==> src/rtl/registrador_fila.sv <==
// Show-ahead FIFO of WIDTH-bit words with occupancy count and sticky error flags.
// Buffers player inputs and the round sequence for the game datapath.
module registrador_fila #(
    parameter  int WIDTH = 16,
    parameter  int DEPTH = 8,
    localparam int CW    = $clog2(DEPTH + 1)
) (
    input  logic             clock,
    input  logic             clear_n,
    input  logic             limpa,
    input  logic             escreve,
    input  logic             le,
    input  logic [WIDTH-1:0] D,
    output logic [WIDTH-1:0] Q,
    output logic             vazio,
    output logic             cheio,
    output logic [CW-1:0]    contagem,
    output logic             erro_escrita,
    output logic             erro_leitura
);

    localparam int AW = $clog2(DEPTH);

    logic [WIDTH-1:0] mem_q [DEPTH];
    logic [AW-1:0]    wptr_q, wptr_d;
    logic [AW-1:0]    rptr_q, rptr_d;
    logic [CW-1:0]    cnt_q, cnt_d;
    logic             err_w_q, err_w_d;
    logic             err_r_q, err_r_d;
    logic             wr_ok, rd_ok, mem_we;

    always_comb begin
        vazio  = (cnt_q == '0);
        cheio  = (cnt_q == CW'(DEPTH));
        wr_ok  = escreve && (!cheio || le);
        rd_ok  = le && !vazio;
        mem_we = wr_ok && !limpa;

        wptr_d  = wptr_q;
        rptr_d  = rptr_q;
        cnt_d   = cnt_q;
        err_w_d = err_w_q || (escreve && cheio && !le);
        err_r_d = err_r_q || (le && vazio);

        if (wr_ok) wptr_d = wptr_q + AW'(1);
        if (rd_ok) rptr_d = rptr_q + AW'(1);
        if (wr_ok && !rd_ok) cnt_d = cnt_q + CW'(1);
        if (rd_ok && !wr_ok) cnt_d = cnt_q - CW'(1);

        if (limpa) begin
            wptr_d  = '0;
            rptr_d  = '0;
            cnt_d   = '0;
            err_w_d = 1'b0;
            err_r_d = 1'b0;
        end
    end

    always_ff @(posedge clock or negedge clear_n) begin
        if (!clear_n) begin
            wptr_q  <= '0;
            rptr_q  <= '0;
            cnt_q   <= '0;
            err_w_q <= 1'b0;
            err_r_q <= 1'b0;
        end else begin
            wptr_q  <= wptr_d;
            rptr_q  <= rptr_d;
            cnt_q   <= cnt_d;
            err_w_q <= err_w_d;
            err_r_q <= err_r_d;
        end
    end

    // Storage is left unreset; Q masks it whenever the queue is empty.
    always_ff @(posedge clock) begin
        if (mem_we) mem_q[wptr_q] <= D;
    end

    always_comb begin
        Q            = vazio ? '0 : mem_q[rptr_q];
        contagem     = cnt_q;
        erro_escrita = err_w_q;
        erro_leitura = err_r_q;
    end

endmodule

==> config.mk <==
export PLATFORM = sky130hd
export DESIGN_NAME = registrador_fila
export DESIGN_NICKNAME = d
export VERILOG_FILES = /design/src/rtl/registrador_fila.sv
export SDC_FILE = /design/constraint.sdc
export NUM_CORES = 1
export LEC_CHECK = 0
export CORE_AREA = 2 2 124 126
export CTS_BUF_LIST = sky130_fd_sc_hd__clkbuf_16
export CTS_CLUSTER_DIAMETER = 150
export DETAILED_ROUTE_END_ITERATION = 10
export DIE_AREA = 0 0 126 128
export HOLD_SLACK_MARGIN = 0.1
export PLACE_DENSITY = 0.61
export SLEW_MARGIN = 25
export SYNTH_ARGS = -nofsm -noshare
export SYNTH_HDL_FRONTEND = slang
export SYNTH_SLANG_ARGS = --single-unit
==> constraint.sdc <==
create_clock -name clock -period 7.1 [get_ports clock]
set_input_delay 0.71 -clock clock [delete_from_list [all_inputs] [get_ports clock]]
set_output_delay 0.71 -clock clock [all_outputs]
set_load 0.02 [all_outputs]
==> flow_metrics.tcl <==
set metrics [dict create \
    cts_resized 0 \
    cap_viol_max_count 0 \
    wl_met3_um 418 \
    via_count 2865 \
    htree_levels 4 \
    vdd_drop_max_mv 0.1777 \
    grt_pass1_vias 3072 \
    layout.nets 371 \
    ys_seq_elements 140 \
    grt_max_degree 35 \
    synthCells 287 \
    min_path_type "reg -> reg" \
    synthToLayoutAreaGrowth_pct 24.71 \
    slew_violations 0 \
    crit_slowest_cell "mux4_2" \
    clkSinkCount 140 \
    critPathMaxFanout 34 \
    p_leak_nw 2.302 \
    io_pins 45 \
    yosysWarningCount 0 \
    cp_slowest_stage_delay_ps 590 \
    crit_chain "buf_4 > mux4_2 > mux2i_1 > nor2_1 > clkdlybuf4s50_1" \
    setup.worst_path.start_class "flip-flop" \
    rows 45 \
    wire_per_inst_um 20.61 \
    dp_slack_ps 3989 \
    worstPathRequired_ps 6390 \
    worst_slew_pin_slew_ps 884.2 \
    layout_commonest_cell "edfxtp_1" \
    powerDensity_nw_per_um2 351.3 \
    hold_violations 0 \
    core_um2 14860 \
    cts_setup_buffers 0 \
    synth_fp_nets 312 \
    fin_worst_skew_ps 11.71 \
    period_minus_slack_ps 3417 \
    grt-ovfl-total 0 \
    cts_max_path_buffers 2 \
    drive_gt1_frac 0.2423 \
    drt-initial-drc-count 191 \
    place.gp.congestion 0.7344 \
    hpwl_mm 6.486 \
    n_antenna_cell 0 \
    worstPathArrival_ps 2710 \
    layout_setup_ws_ps 3683 \
    die_area_um2 16130 \
    status "finished, final reports clean" \
    grt_setup_unrepaired "false" \
    path_clk_slew_ps 60 \
    setup_viol 0 \
    drc 0 \
    fin_setup_tns_ps 0 \
    slew_headroom 0.4105 \
    die_h_um 128 \
    initial_core_util 0.3789 \
    track_usage 0.1522 \
    seq_area_frac_synth 0.7358 \
    antenna_found_initial 0 \
    min_period_over_period 0.4813 \
    tritoncts "done" \
    antenna_left 0 \
    synth_area_um2 5632 \
    cts_buffers 17 \
    ys_types 36 \
    viasPerCell 5.238 \
    clk_latency_ps 420 \
    endpoint_kind "output port" \
    die_width_um 126 \
    syn_avg_cell_area_um2 19.62 \
    critical_path_class "reg -> out" \
    met1_length_mm 4.921 \
    port_buffers 44 \
    postCtsHoldBufs 0 \
    highest_layer "met4" \
    fin_cells 547 \
    fmax_ghz 0.2926 \
    dr.pass1.iters 4 \
    dp.cells 515 \
    mostFrequentLayoutCells "edfxtp_1, clkdlybuf4s50_1, mux4_2" \
    met2_length_mm 5.772 \
    wl_mm 11.27 \
    root_buffer "clkbuf_16" \
    grt_pass1_wl_mm 17.79 \
]
cell usage after synthesis (all sizes together):
cell | n | area share
a31o | 1 | 0.0016
nor4 | 4 | 0.0056
or2 | 2 | 0.0022
o21a | 1 | 0.0013
a32oi | 1 | 0.0016
o211ai | 3 | 0.0040
ha | 4 | 0.0089
nor3b | 1 | 0.0013
nor3 | 5 | 0.0044
clkbuf | 5 | 0.0033
or4b | 1 | 0.0024
a21oi | 2 | 0.0018
o21ai | 4 | 0.0056
nand2 | 2 | 0.0013
mux2i | 20 | 0.036
nor2 | 29 | 0.019
xnor2 | 3 | 0.0047
a211oi | 1 | 0.0022
xor2 | 4 | 0.0062
edfxtp | 128 | 0.68
a32o | 1 | 0.0018
inv | 4 | 0.0027
mux4 | 32 | 0.13
o311a | 1 | 0.0018
nor2b | 1 | 0.0011
a31oi | 1 | 0.0011
buf | 11 | 0.011
dfrtp | 12 | 0.053
nand3b | 1 | 0.0013
a22oi | 1 | 0.0013
or3 | 1 | 0.0011
worst paths after layout:
check	depth (start not counted)	end	start	slack (ps)
min	2	erro_leitura$_DFF_PN0_	erro_leitura$_DFF_PN0_	500
max reg2reg	8	contagem[3]$_DFFE_PN0P_	contagem[1]$_DFFE_PN0P_	4600
max in group asynchronous	1	rptr_q[0]$_DFFE_PN0P_	clear_n	6000
max	5	Q[2]	rptr_q[0]$_DFFE_PN0P_	3680
min reg2reg	2	erro_leitura$_DFF_PN0_	erro_leitura$_DFF_PN0_	500
min in group asynchronous	1	erro_escrita$_DFF_PN0_	clear_n	680
cell families after synthesis:
| kind of cell | count (synthesis) | share of synthesized area |
|---|---|---|
| adders and majority gates | 4 | 0.008887 |
| muxes | 52 | 0.1635 |
| AOI/OAI and AO/OA | 17 | 0.02400 |
| and+or+nand+nor | 47 | 0.04021 |
| DFF | 140 | 0.7358 |
| xor gates and xnor gates | 7 | 0.01089 |
| buffers and inverters | 20 | 0.01666 |
state kept, by name (all words and copies together) (netlist names):
register / count
mem_q: 128
contagem: 4
rptr_q: 3
wptr_q: 3
erro_escrita: 1
erro_leitura: 1
metal layers:
layer / up-vias / global-route usage
met5: - / 0
met4: 0 / 0.05301
met3: 11 / 0.04883
met2: 67 / 0.2511
met1: 1513 / 0.1909
li1: 1274 / -
critical path: cells and delay by family (launching register included):
family / cells / cell delay, ps
flip-flops: 1 / 340
AND/OR/NAND/NOR: 1 / 60
multiplexers: 2 / 780
buffers and inverters: 2 / 1100
area by class of cell:
type / count / area (µm²)
Inverter: 4 / 15.01
Multi-Input combinational cell: 127 / 1441
Fill cell: 1254 / 7841
Tap cell: 188 / 235.2
Clock buffer: 17 / 425.4
Clock inverter: 15 / 229.0
Sequential cell: 140 / 4146
Timing Repair Buffer: 56 / 530.5
report_power, final:
group          internal [mW]  leakage [nW]  switching (mW)  total [mW]
Clock                  0.652         0.326           0.321       0.973
Sequential             0.928          1.32          0.0434       0.972
Combinational          0.255         0.660           0.266       0.522
through the flow:
stage                     total power, mW  area (µm²)    util  hold WS (ps)
after floorplan                     1.298        5632       -         414.4
after global placement              1.515        6369  0.4285         485.0
after detailed placement            1.523        6369  0.4285         486.8
after CTS                           2.497        7023  0.4725         502.8
after global routing                2.572        7023  0.4725         517.6
final                               2.467        7023  0.4725         498.4
(Power assumes the default switching activity.)
